`config.mk`:
```
export PLATFORM = sky130hd
export DESIGN_NAME = dp_shifter_operand_stage
export DESIGN_NICKNAME = d
export VERILOG_FILES = /design/src/rtl/dp_shifter_operand_stage.sv
export SDC_FILE = /design/constraint.sdc
export NUM_CORES = 1
export LEC_CHECK = 0
export BUFFER_PORTS_ARGS = -buffer_cell sky130_fd_sc_hd__buf_2
export CORE_MARGIN = 10
export CORE_UTILIZATION = 35
export CTS_CLUSTER_SIZE = 16
export DETAILED_ROUTE_END_ITERATION = 8
export PLACE_DENSITY = 0.75
export SLEW_MARGIN = 10
export SYNTH_ARGS = -nofsm -noshare
export SYNTH_HDL_FRONTEND = slang
export SYNTH_SLANG_ARGS = --single-unit
```
`constraint.sdc`:
```
create_clock -name clk -period 5.6 [get_ports clk]
set_input_delay 0.28 -clock clk [delete_from_list [all_inputs] [get_ports clk]]
set_output_delay 0.28 -clock clk [all_outputs]
set_load 0.005 [all_outputs]
```
`src/rtl/dp_shifter_operand_stage.sv`:
```
// ARMv4 data-processing shifter-operand stage: decodes DPI/DPIS/DPRS, fetches Rs, registers {carry, operand}.
// Optional DP_SHIFT_STALL_CNT_EN adds a saturating output-stall counter (stall_cnt).
module dp_shifter_operand_stage #(
    parameter int RS_RD_LATENCY = 1
) (
    input  logic        clk,
    input  logic        rst,
    input  logic        in_valid,
    output logic        in_ready,
    input  logic [31:0] instr,
    input  logic [31:0] Rm_data,
    input  logic        C,
    output logic        rs_rd_en,
    output logic [3:0]  rs_addr,
    input  logic [31:0] rs_data,
    output logic [7:0]  shift_amt,
    output logic [31:0] sh_Rm_data,
    output logic        is_DPIS,
    output logic        is_DPRS,
    output logic        sh_C,
    input  logic [32:0] shift_res_00,
    input  logic [32:0] shift_res_01,
    input  logic [32:0] shift_res_10,
    input  logic [32:0] shift_res_11,
    output logic        out_valid,
    input  logic        out_ready,
    output logic [31:0] shifter_operand,
    output logic        shifter_carry,
    output logic        out_illegal
`ifdef DP_SHIFT_STALL_CNT_EN
    ,
    output logic [15:0] stall_cnt
`endif
);

    typedef enum logic [1:0] {IDLE, RS_WAIT, EXEC, OUT} state_t;

    localparam logic [2:0] WAIT_LOAD = 3'(RS_RD_LATENCY - 1);

    function automatic logic [31:0] ror32(input logic [31:0] v, input logic [4:0] r);
        return (v >> r) | (v << (6'd32 - {1'b0, r}));
    endfunction

    state_t      state, state_nxt;
    logic [2:0]  cnt_p0, cnt_nxt;
    logic        i25_p0;
    logic [11:0] ilo_p0;
    logic [31:0] rm_p0;
    logic        c_p0;
    logic [7:0]  shift_amt_q;
    logic        can_take, accept, in_dprs;
    logic        dec_dpi, dec_dpis, dec_dprs, dec_ill;
    logic [7:0]  amt_exec;
    logic [31:0] imm_rot, res_val;
    logic        res_carry, res_ill;
    logic        unused_bits;

    assign unused_bits = ^{instr[31:26], instr[24:12], rs_data[31:8]};

    assign in_dprs  = !instr[25] && instr[4] && !instr[7];
    assign dec_dpi  = i25_p0;
    assign dec_dpis = !i25_p0 && !ilo_p0[4];
    assign dec_dprs = !i25_p0 && ilo_p0[4] && !ilo_p0[7];
    assign dec_ill  = !i25_p0 && ilo_p0[4] && ilo_p0[7];

    assign in_ready = can_take && !rst;
    assign accept   = in_ready && in_valid;
    assign rs_addr  = instr[11:8];

    always_comb begin
        state_nxt = state;
        cnt_nxt   = cnt_p0;
        can_take  = 1'b0;
        rs_rd_en  = 1'b0;
        case (state)
            IDLE:    can_take = 1'b1;
            RS_WAIT: begin
                cnt_nxt = cnt_p0 - 3'd1;
                if (cnt_p0 == 3'd1) state_nxt = EXEC;
            end
            EXEC:    state_nxt = OUT;
            OUT: begin
                if (out_ready) begin
                    can_take  = 1'b1;
                    state_nxt = IDLE;
                end
            end
            default: state_nxt = IDLE;
        endcase
        if (can_take && !rst && in_valid) begin
            if (in_dprs) begin
                rs_rd_en  = 1'b1;
                cnt_nxt   = WAIT_LOAD;
                state_nxt = (RS_RD_LATENCY == 1) ? EXEC : RS_WAIT;
            end else begin
                state_nxt = EXEC;
            end
        end
    end

    // Stage p0: latched instruction fields and operands, held from accept until the next accept
    always_ff @(posedge clk or posedge rst) begin
        if (rst) begin
            state  <= IDLE;
            cnt_p0 <= '0;
            i25_p0 <= 1'b0;
            ilo_p0 <= '0;
            rm_p0  <= '0;
            c_p0   <= 1'b0;
        end else begin
            state  <= state_nxt;
            cnt_p0 <= cnt_nxt;
            if (accept) begin
                i25_p0 <= instr[25];
                ilo_p0 <= instr[11:0];
                rm_p0  <= Rm_data;
                c_p0   <= C;
            end
        end
    end

    assign amt_exec   = dec_dprs ? rs_data[7:0] : {3'b000, ilo_p0[11:7]};
    assign shift_amt  = (state == EXEC) ? amt_exec : shift_amt_q;
    assign is_DPIS    = (state == EXEC) && dec_dpis;
    assign is_DPRS    = (state == EXEC) && dec_dprs;
    assign sh_Rm_data = rm_p0;
    assign sh_C       = c_p0;
    assign imm_rot    = ror32({24'd0, ilo_p0[7:0]}, {ilo_p0[11:8], 1'b0});

    always_comb begin
        res_val   = rm_p0;
        res_carry = c_p0;
        res_ill   = 1'b0;
        if (dec_dpi) begin
            res_val   = imm_rot;
            res_carry = (ilo_p0[11:8] == 4'd0) ? c_p0 : imm_rot[31];
        end else if (dec_ill) begin
            res_ill = 1'b1;
        end else begin
            case (ilo_p0[6:5])
                2'b00:   {res_carry, res_val} = shift_res_00;
                2'b01:   {res_carry, res_val} = shift_res_01;
                2'b10:   {res_carry, res_val} = shift_res_10;
                default: {res_carry, res_val} = shift_res_11;
            endcase
        end
    end

    // Stage p1: registered result, captured in EXEC and held through OUT
    always_ff @(posedge clk or posedge rst) begin
        if (rst) begin
            shifter_operand <= '0;
            shifter_carry   <= 1'b0;
            out_illegal     <= 1'b0;
            shift_amt_q     <= '0;
        end else if (state == EXEC) begin
            shifter_operand <= res_val;
            shifter_carry   <= res_carry;
            out_illegal     <= res_ill;
            shift_amt_q     <= amt_exec;
        end
    end

    assign out_valid = (state == OUT);

`ifdef DP_SHIFT_STALL_CNT_EN
    always_ff @(posedge clk or posedge rst) begin
        if (rst)
            stall_cnt <= '0;
        else if (out_valid && !out_ready && stall_cnt != 16'hFFFF)
            stall_cnt <= stall_cnt + 16'd1;
    end
`endif

endmodule
```
==> results of run 1 <==
==> state kept, by name (all words and copies together), names as in the netlist <==
register and cells:
shifter_operand 32, sh_Rm_data 32, cnt_p0 3, ilo_p0 12, shift_amt_q 8, shifter_carry 1
sh_C 1, state 2, out_illegal 1, dec_dpi 1
==> path summary, 6_finish.rpt <==
kind                                                    to  slack, ns  cells after the start
min                             sh_Rm_data[24]$_DFFE_PP0P_       0.03                      2
max reg2reg                shifter_operand[30]$_DFFE_PP0P_       1.94                      7
min in group clk                sh_Rm_data[27]$_DFFE_PP0P_       0.15                      2
max                        shifter_operand[30]$_DFFE_PP0P_       1.94                      7
max in group asynchronous            ilo_p0[6]$_DFFE_PP0P_       4.51                      3
min reg2reg                 shifter_operand[7]$_DFFE_PP0P_       0.49                      2
==> stage by stage <==
stage	hold slack, ns	instance area [um2]	utilization (%)
finish	0.0268	7630	46.2
global route	0.0772	7630	46.2
CTS	0.0482	7630	46.2
detailed placement	0.426	7320	44.3
global placement	0.433	7320	44.3
floorplan	0.431	5900	-
==> per-layer routing <==
layer  vias to the layer above  share of wire (%)  wire length, um
li1                       2578                  -                -
met1                      2694                 40             8920
met2                       253                 51            11400
met3                        36                6.8             1530
met4                         0                2.7              602
met5                         -                  0                0
==> kinds of logic after synthesis <==
family,after synthesis,share of synthesized area [%]
and+or+nand+nor,180,14.3
muxes,98,24.8
xor gates and xnor gates,5,0.743
adders and majority gates,8,1.70
buffers and inverters,64,5.52
AOI/OAI and AO/OA,130,13.5
DFF,93,39.5
==> cell type report <==
class	count	area (um2)
inverters	13	51.3
clock buffers	12	267
diodes	1	2.50
repair buffers	279	1410
clock inverters	4	45.0
well taps	220	275
flip-flops and latches	93	2330
multi-input cells	421	3250
fillers	1585	8890
==> synthesized netlist by cell type (5+ instances only) <==
| master | instances | area (um2) |
|---|---|---|
| a31oi_1 | 7 | 43.8 |
| mux4_2 | 33 | 743 |
| ha_1 | 8 | 100 |
| nand3_1 | 18 | 90.1 |
| nor3_1 | 5 | 25.0 |
| buf_2 | 20 | 100 |
| mux2i_1 | 12 | 120 |
| or3_1 | 6 | 37.5 |
| o21ai_0 | 18 | 90.1 |
| inv_1 | 11 | 41.3 |
| mux2_2 | 53 | 597 |
| buf_4 | 8 | 60.1 |
| clkbuf_1 | 14 | 52.6 |
| nand2b_1 | 5 | 31.3 |
| nor2_1 | 46 | 173 |
| nand2_1 | 78 | 293 |
| a21oi_1 | 66 | 330 |
| buf_1 | 5 | 18.8 |
| dfrtp_1 | 93 | 2330 |
| nor2b_1 | 5 | 31.3 |
==> power by group <==
| part | total [uW] | internal, uW | switching, uW |
|---|---|---|---|
| clock network | 646 | 381 | 265 |
| logic | 2550 | 1150 | 1410 |
| registers | 1410 | 1010 | 398 |
==> worst register-to-register path: stages, from the launching register on <==
cell and delay [ns]:
dfrtp_1 1.01, inv_2 0.30, ha_1 0.88, mux2_2 0.43, mux2i_1 0.30, nor2_1 0.17
and3_1 0.23, a211o_1 0.22
==> qor.csv, run 1 <==
metric;value;unit
grt_pass1_wl;33400;um
avgRoutedWirePerCell;21.5;um
fin_tns_setup;0;ns
die_w;150;um
syn_inst;578;
grt_max_degree;70;
initial_core_util;35.7;%
cts.sinks;93;
rows;47;
crit_family;flip-flops;
finalNetCount;1058;
cp.buffers_inverters;1;
ir_worst_vdd;0.378;mV
async_reset_ff_share;100;%
final_cells;1043;
status;finished clean;
total_power;4610;uW
grt.met2_usage;33.2;%
grt_pass1_vias;5971;
wl;22500;um
rr_startpoint;ilo_p0[8]$_DFFE_PP0P_;
hold_viol;0;
top_usage_layer;met2;
gr-usage-met1;22.7;%
slowest_stage;dfrtp_1;
pin_count;317;
final_common_cell;buf_2;
overflow;0;
coreArea;16500;um2
htreeDepth;3;
arrival;3.90;ns
drc_errors;0;
grt_util_all_layers;19.3;%
antenna_found_initial;0;
seq_area_frac_synth;39.5;%
ys_ff_latch;93;
final_cell_mix;buf_2 (273), dfrtp_1 (91), nand2_1 (77);
clock_path_buffers;2;
dpl_worst_slack;2.00;ns
num_vias;5561;
synthesis.nets;819;
cts_setup_buffers;0;
tightest_slew;1.22;ns
synth.distinct_cells;61;
area_delta_synth_final;29.4;%
max_stage_delay;1.01;ns
cts-root-buf;clkbuf_16;
clkLatencyLatePin;0.35;ns
numCtsBuffers;9;
viasPerCell;5.33;
routabilityCongestion;0.887;
die_h;150;um
leakagePower;0.00363;uW
cts_resized;0;
syn_avg_cell_area;10.2;um2
dp_hpwl;17300;um
cts_tree;done;
placedCellCount;1026;
port_buffers;273;
drv_slew;0;
setup.worst_path.end_class;register;
fin_crit_sh;65.4;%
syn_area;5900;um2
rsz0062_at_grt;no;
synth-main-ff-cell;dfrtp_1;
dr.first_iter.drc_count;301;
skew;0.00649;ns
hold_class;in -> async;
crit_required;5.83;ns
postRouteAntennaNets;0;
grt_util_met3;4.80;%
cp_cell_sequence;inv_2 -> ha_1 -> mux2_2 -> mux2i_1 -> nor2_1 -> and3_1 -> a211o_1;
cp_max_fo;27;
cap_violations;0;
max_slew_margin;18.6;%
setup_viol;0;
drive_above_1_share;48.7;%
clk_pin_slew_worst_paths;0.06;ns
fin_crit;3.66;ns
fmax;273;MHz
cts_hold_buf;0;
synth_edf_count;0;
startpoint_type;register;
setup.worst_path.class;reg -> reg;
first_pass_iters;6;
yosys_warnings;0;
setup_slack;1.94;ns
crit_start;ilo_p0[8]$_DFFE_PP0P_;
die_area;22400;um2
power_density;604;nW/um2
Note: power is estimated with default switching activity, not from simulation.
==> run 2: changes to the inputs <==
--- a/config.mk
+++ b/config.mk
@@ -10,7 +10,7 @@
 export CORE_UTILIZATION = 35
 export CTS_CLUSTER_SIZE = 16
 export DETAILED_ROUTE_END_ITERATION = 8
-export PLACE_DENSITY = 0.75
+export PLACE_DENSITY = 0.78
 export SLEW_MARGIN = 10
 export SYNTH_ARGS = -nofsm -noshare
 export SYNTH_HDL_FRONTEND = slang
==> constraint.sdc (replaced) <==
create_clock -name clk -period 3.3 [get_ports clk]
set_input_delay 0.165 -clock clk [delete_from_list [all_inputs] [get_ports clk]]
set_output_delay 0.165 -clock clk [all_outputs]
set_load 0.005 [all_outputs]
==> qor.csv, run 2 (synthesized netlist as in run 1, its figures left out) <==
metric;value;unit;change
coreArea;16500;um2;unchanged
finalNetCount;1067;;was 1058
total_power;8110;uW;was 4610 uW
htreeDepth;3;;unchanged
placedInstanceArea;7380;um2;was 7320 um2
cap_violations;0;;unchanged
cts.sinks;93;;unchanged
drc_errors;0;;unchanged
max_stage_delay;0.47;ns;was 1.01 ns
skew;0.00741;ns;was 0.00649 ns
arrival;2.49;ns;was 3.90 ns
first_pass_iters;5;;was 6
antenna_cells;0;;was 1
die_w;150;um;unchanged
drv_slew;0;;unchanged
startpoint_type;register;;unchanged
cp_cell_sequence;inv_1 -> ha_1 -> nor3_2 -> nand2_2 -> nor4b_2 -> buf_2;;was inv_2 -> ha_1 -> mux2_2 -> mux2i_1 -> nor2_1 -> and3_1 -> a211o_1
grt_pass1_wl;34100;um;was 33400 um
final_cells;1051;;was 1043
drive_above_1_share;49.1;%;was 48.7%
dr.first_iter.drc_count;295;;was 301
seq_area;2330;um2;unchanged
num_vias;5556;;was 5561
fin_crit_sh;80.6;%;
final_cell_mix;buf_2 (273), dfrtp_1 (91), nand2_1 (77);;unchanged
final_cell_area;7760;um2;was 7630 um2
placedCellCount;1034;;was 1026
power_density;1050;nW/um2;was 604 nW/um2
postRouteAntennaNets;0;;unchanged
max_slew_margin;35.3;%;was 18.6%
dp_hpwl;17800;um;was 17300 um
ir_worst_vdd;0.496;mV;was 0.378 mV
overflow;0;;unchanged
setup_viol;0;;unchanged
die_area;22400;um2;unchanged
routabilityCongestion;0.890;;was 0.887
final_common_cell;buf_2;;unchanged
grt_max_degree;66;;was 70
die_h;150;um;unchanged
hold_class;in -> reg;;was in -> async
pin_count;317;;unchanged
fin_tns_setup;0;ns;unchanged
fin_crit;2.66;ns;
port_buffers;273;;unchanged
avgRoutedWirePerCell;21.7;um;was 21.5 um
clkLatencyLatePin;0.35;ns;about the same
numCtsBuffers;9;;unchanged
leakagePower;0.00369;uW;was 0.00363 uW
cts-root-buf;clkbuf_16;;unchanged
initial_core_util;35.7;%;unchanged
cts_tree;done;;unchanged
nFillCells;1548;;was 1585
hold_viol;0;;unchanged
cp_max_fo;23;;was 27
slowest_stage;nor4b_2;;was dfrtp_1
final_core_util;47.0;%;was 46.2%
grt_util_all_layers;19.6;%;was 19.3%
multi_input_area;3250;um2;unchanged
setup.worst_path.end_class;output port;;was register
wl;22800;um;was 22500 um
cts_setup_buffers;0;;unchanged
rows;47;;unchanged
viasPerCell;5.29;;was 5.33
grt_pass1_vias;5972;;was 5971
status;finished clean;;unchanged
fmax;376;MHz;
tightest_slew;0.971;ns;was 1.22 ns
setup.worst_path.class;reg -> out;;was reg -> reg
rsz0062_at_grt;no;;unchanged
area_delta_synth_final;31.6;%;was 29.4%
clock_path_buffers;2;;unchanged
crit_required;3.13;ns;was 5.83 ns
cts_resized;0;;unchanged
clk_pin_slew_worst_paths;0.07;ns;was 0.06 ns
antenna_found_initial;1;;was 0
==> run 2: cell types whose count changed in the layout (fill, tap and decap cells not counted), sizes merged <==
cell	previous run	this run
diode	1	0
inv	13	14
bufinv	1	4
dlygate4sd3	0	1
clkbuf	12	9
clkinv	3	2
buf	279	287
==> run 2: path summary, 6_finish.rpt <==
check	start	cells past startpoint	endpoint	slack, ns
worst max-delay path	state[0]$_DFFE_PP0P_	6	rs_rd_en	0.64
worst min-delay path	Rm_data[22]	2	sh_Rm_data[22]$_DFFE_PP0P_	0.04
worst max register to register	ilo_p0[8]$_DFFE_PP0P_	7	shifter_operand[30]$_DFFE_PP0P_	0.75
worst min register to register	shifter_operand[4]$_DFFE_PP0P_	1	shifter_operand[4]$_DFFE_PP0P_	0.49
max in group asynchronous	rst	4	shifter_operand[13]$_DFFE_PP0P_	2.01
min in group asynchronous	rst	3	sh_Rm_data[22]$_DFFE_PP0P_	0.43
==> run 2: critical path, delay by kind of cell, from the launching register on <==
kind          cells  cell delay (ns)
buf+inv           2             0.29
simple gates      3             1.10
fa+ha+maj         1             0.33
flops             1             0.41
==> run 2: area by class of cell <==
class / instances / area share [%]
well taps: 220 / 3.55
multi-input cells: 421 / 41.9
repair buffers: 288 / 19.1
inverters: 13 / 0.661
clock buffers: 9 / 2.90
flip-flops and latches: 93 / 30.0
clock inverters: 7 / 1.89
==> run 2: metal layers <==
metal | global-route usage [%] | share of wire [%] | routed length, um | vias to the layer above
met3 | 6.43 | 8.4 | 1920 | 40
li1 | - | - | - | 2593
met4 | 7.14 | 2.5 | 562 | 0
met2 | 32.8 | 50 | 11400 | 269
met1 | 23.0 | 39 | 8880 | 2654
met5 | 0 | 0 | 0 | -
==> run 2: repair_timing <==
action	in CTS	in global routing
hold buffers	1	0
endpoints found under the hold margin	38	0
setup endpoints to repair	0	0
==> run 2: power breakdown <==
| group | internal, uW | switching [uW] |
|---|---|---|
| combinational | 2000 | 2510 |
| sequential | 1720 | 578 |
| clock | 823 | 476 |
| total | 4550 | 3560 |
==> run 2: metrics by stage <==
stage / setup slack, ns / hold slack [ns]
after floorplan: 0.715 / 0.316
after global placement: 0.822 / 0.255
after detailed placement: 0.799 / 0.259
after CTS: 0.589 / 0.0311
after global routing: 0.413 / 0.0336
final: 0.641 / 0.0416
==> run 3: changes to the inputs <==
==> constraint.sdc (replaced) <==
create_clock -name clk -period 2.2 [get_ports clk]
set_input_delay 0.11 -clock clk [delete_from_list [all_inputs] [get_ports clk]]
set_output_delay 0.11 -clock clk [all_outputs]
set_load 0.005 [all_outputs]
==> qor.csv, run 3 (synthesized netlist as in run 1, its figures left out) <==
metric;value;unit;change
tightest_slew;0.668;ns;was 0.971 ns
final_common_cell;buf_2;;unchanged
first_pass_iters;5;;unchanged
setup.worst_path.end_class;output port;;unchanged
grt_max_degree;94;;was 66
cp.buffers_inverters;2;;unchanged
dp_hpwl;18100;um;was 17800 um
setup_slack;0.109;ns;was 0.641 ns
skew;0.00730;ns;was 0.00741 ns
cts_tree;done;;unchanged
crit_required;2.09;ns;was 3.13 ns
fin_tns_setup;0;ns;unchanged
drive_above_1_share;48.2;%;was 49.1%
fmax;478;MHz;
coreArea;16500;um2;unchanged
numCtsBuffers;9;;unchanged
rows;47;;unchanged
fin_crit_sh;95.1;%;
hold_class;in -> reg;;unchanged
placedCellCount;1051;;was 1034
num_vias;5955;;was 5556
slowest_stage;dfrtp_1;;was nor4b_2
die_area;22400;um2;unchanged
routabilityCongestion;0.923;;was 0.890
total_power;12300;uW;was 8110 uW
grt_pass1_wl;35800;um;was 34100 um
clk_pin_slew_worst_paths;0.07;ns;about the same
die_w;150;um;unchanged
startpoint_type;register;;unchanged
wl;23800;um;was 22800 um
viasPerCell;5.34;;was 5.29
finalNetCount;1131;;was 1067
overflow;0;;unchanged
antenna_found_initial;0;;was 1
grt_util_all_layers;20.7;%;was 19.6%
htreeDepth;3;;unchanged
hold_viol;0;;unchanged
status;finished clean;;unchanged
drv_slew;0;;unchanged
postRouteAntennaNets;0;;unchanged
setup_viol;0;;unchanged
final_cell_mix;buf_2 (273), dfrtp_1 (91), nand2_1 (77);;unchanged
max_slew_margin;54.8;%;was 35.3%
drc_errors;0;;unchanged
cts.sinks;93;;unchanged
initial_core_util;35.7;%;unchanged
dr.first_iter.drc_count;350;;was 295
final_cells;1115;;was 1051
clkLatencyLatePin;0.35;ns;about the same
cts-root-buf;clkbuf_16;;unchanged
pin_count;317;;unchanged
power_density;1480;nW/um2;was 1050 nW/um2
cp_num_cells;6;;unchanged
cp_cell_sequence;inv_1 -> ha_1 -> nor3_2 -> nand2_2 -> nor4b_4 -> buf_2;;was inv_1 -> ha_1 -> nor3_2 -> nand2_2 -> nor4b_2 -> buf_2
setup.worst_path.class;reg -> out;;unchanged
cap_violations;0;;unchanged
ir_worst_vdd;1.02;mV;was 0.496 mV
die_h;150;um;unchanged
leakagePower;0.00397;uW;was 0.00369 uW
r2r_cells;7;;unchanged
arrival;1.98;ns;was 2.49 ns
grt_pass1_vias;6380;;was 5972
crit_family;simple AND/OR/NAND/NOR gates;;unchanged
area_delta_synth_final;41.9;%;was 31.6%
dpl_worst_slack;0.136;ns;was 0.799 ns
holdPathStages;3;;was 2
port_buffers;273;;unchanged
max_stage_delay;0.41;ns;was 0.47 ns
cp_max_fo;4;;was 23
antenna_cells;0;;unchanged
fin_crit;2.09;ns;
clock_path_buffers;2;;unchanged
avgRoutedWirePerCell;21.3;um;was 21.7 um
## run 3: through the flow
stage	hold slack, ns	instance area [um2]	utilization, %
finish	0.0287	8370	50.6
global route	0.0279	8370	50.6
CTS	0.00126	8300	50.2
detailed placement	0.315	7580	45.9
global placement	0.312	7580	45.9
floorplan	0.248	5900	-
## run 3: final timing paths
kind,from,end,slack (ns)
min reg2reg,shifter_operand[4]$_DFFE_PP0P_,shifter_operand[4]$_DFFE_PP0P_,0.49
max,state[0]$_DFFE_PP0P_,rs_rd_en,0.11
min,rs_data[5],shift_amt_q[5]$_DFF_PP0_,0.03
max in group asynchronous,rst,out_illegal$_DFFE_PP0P_,1.29
max reg2reg,ilo_p0[9]$_DFFE_PP0P_,shifter_operand[4]$_DFFE_PP0P_,0.15
min in group asynchronous,rst,state[0]$_DFFE_PP0P_,0.48
## run 3: repair_timing
item                                    in CTS  in global routing
endpoints found under the setup margin       1                  6
setup buffers                                1                  5
hold buffers                                41                  1
hold endpoints to repair                   133                  1
gates resized for setup                      1                  2
pin swaps                                    1                  3
gates cloned                                 0                  0
## run 3: final cells by class
cell class                 instances  area [um2]
sequential                        93        2330
tap                              220         275
inverter                          13        52.6
fill                            1529        8160
timing repair buffer             352        2150
multi-input combinational        421        3260
clock inverter                     4        47.5
clock buffer                      12         246
## run 3: metal layers
| layer | vias to the layer above | wire (um) | GRT usage (%) |
|---|---|---|---|
| met5 | - | 0 | 0 |
| met1 | 2875 | 9070 | 24.3 |
| met2 | 306 | 12000 | 35.3 |
| met3 | 48 | 2020 | 6.16 |
| li1 | 2726 | - | - |
| met4 | 0 | 631 | 7.00 |
## run 3: power by group
group	switching [uW]	internal [uW]
clock network	681	910
logic	3960	3430
registers	779	2580
total	5420	6930
## run 3: worst min-delay path, delay by kind of cell
| family | cells | cell delay, ns |
|---|---|---|
| compound gates | 1 | 0.09 |
| buf+inv | 1 | 0.08 |
| simple gates | 1 | 0.06 |
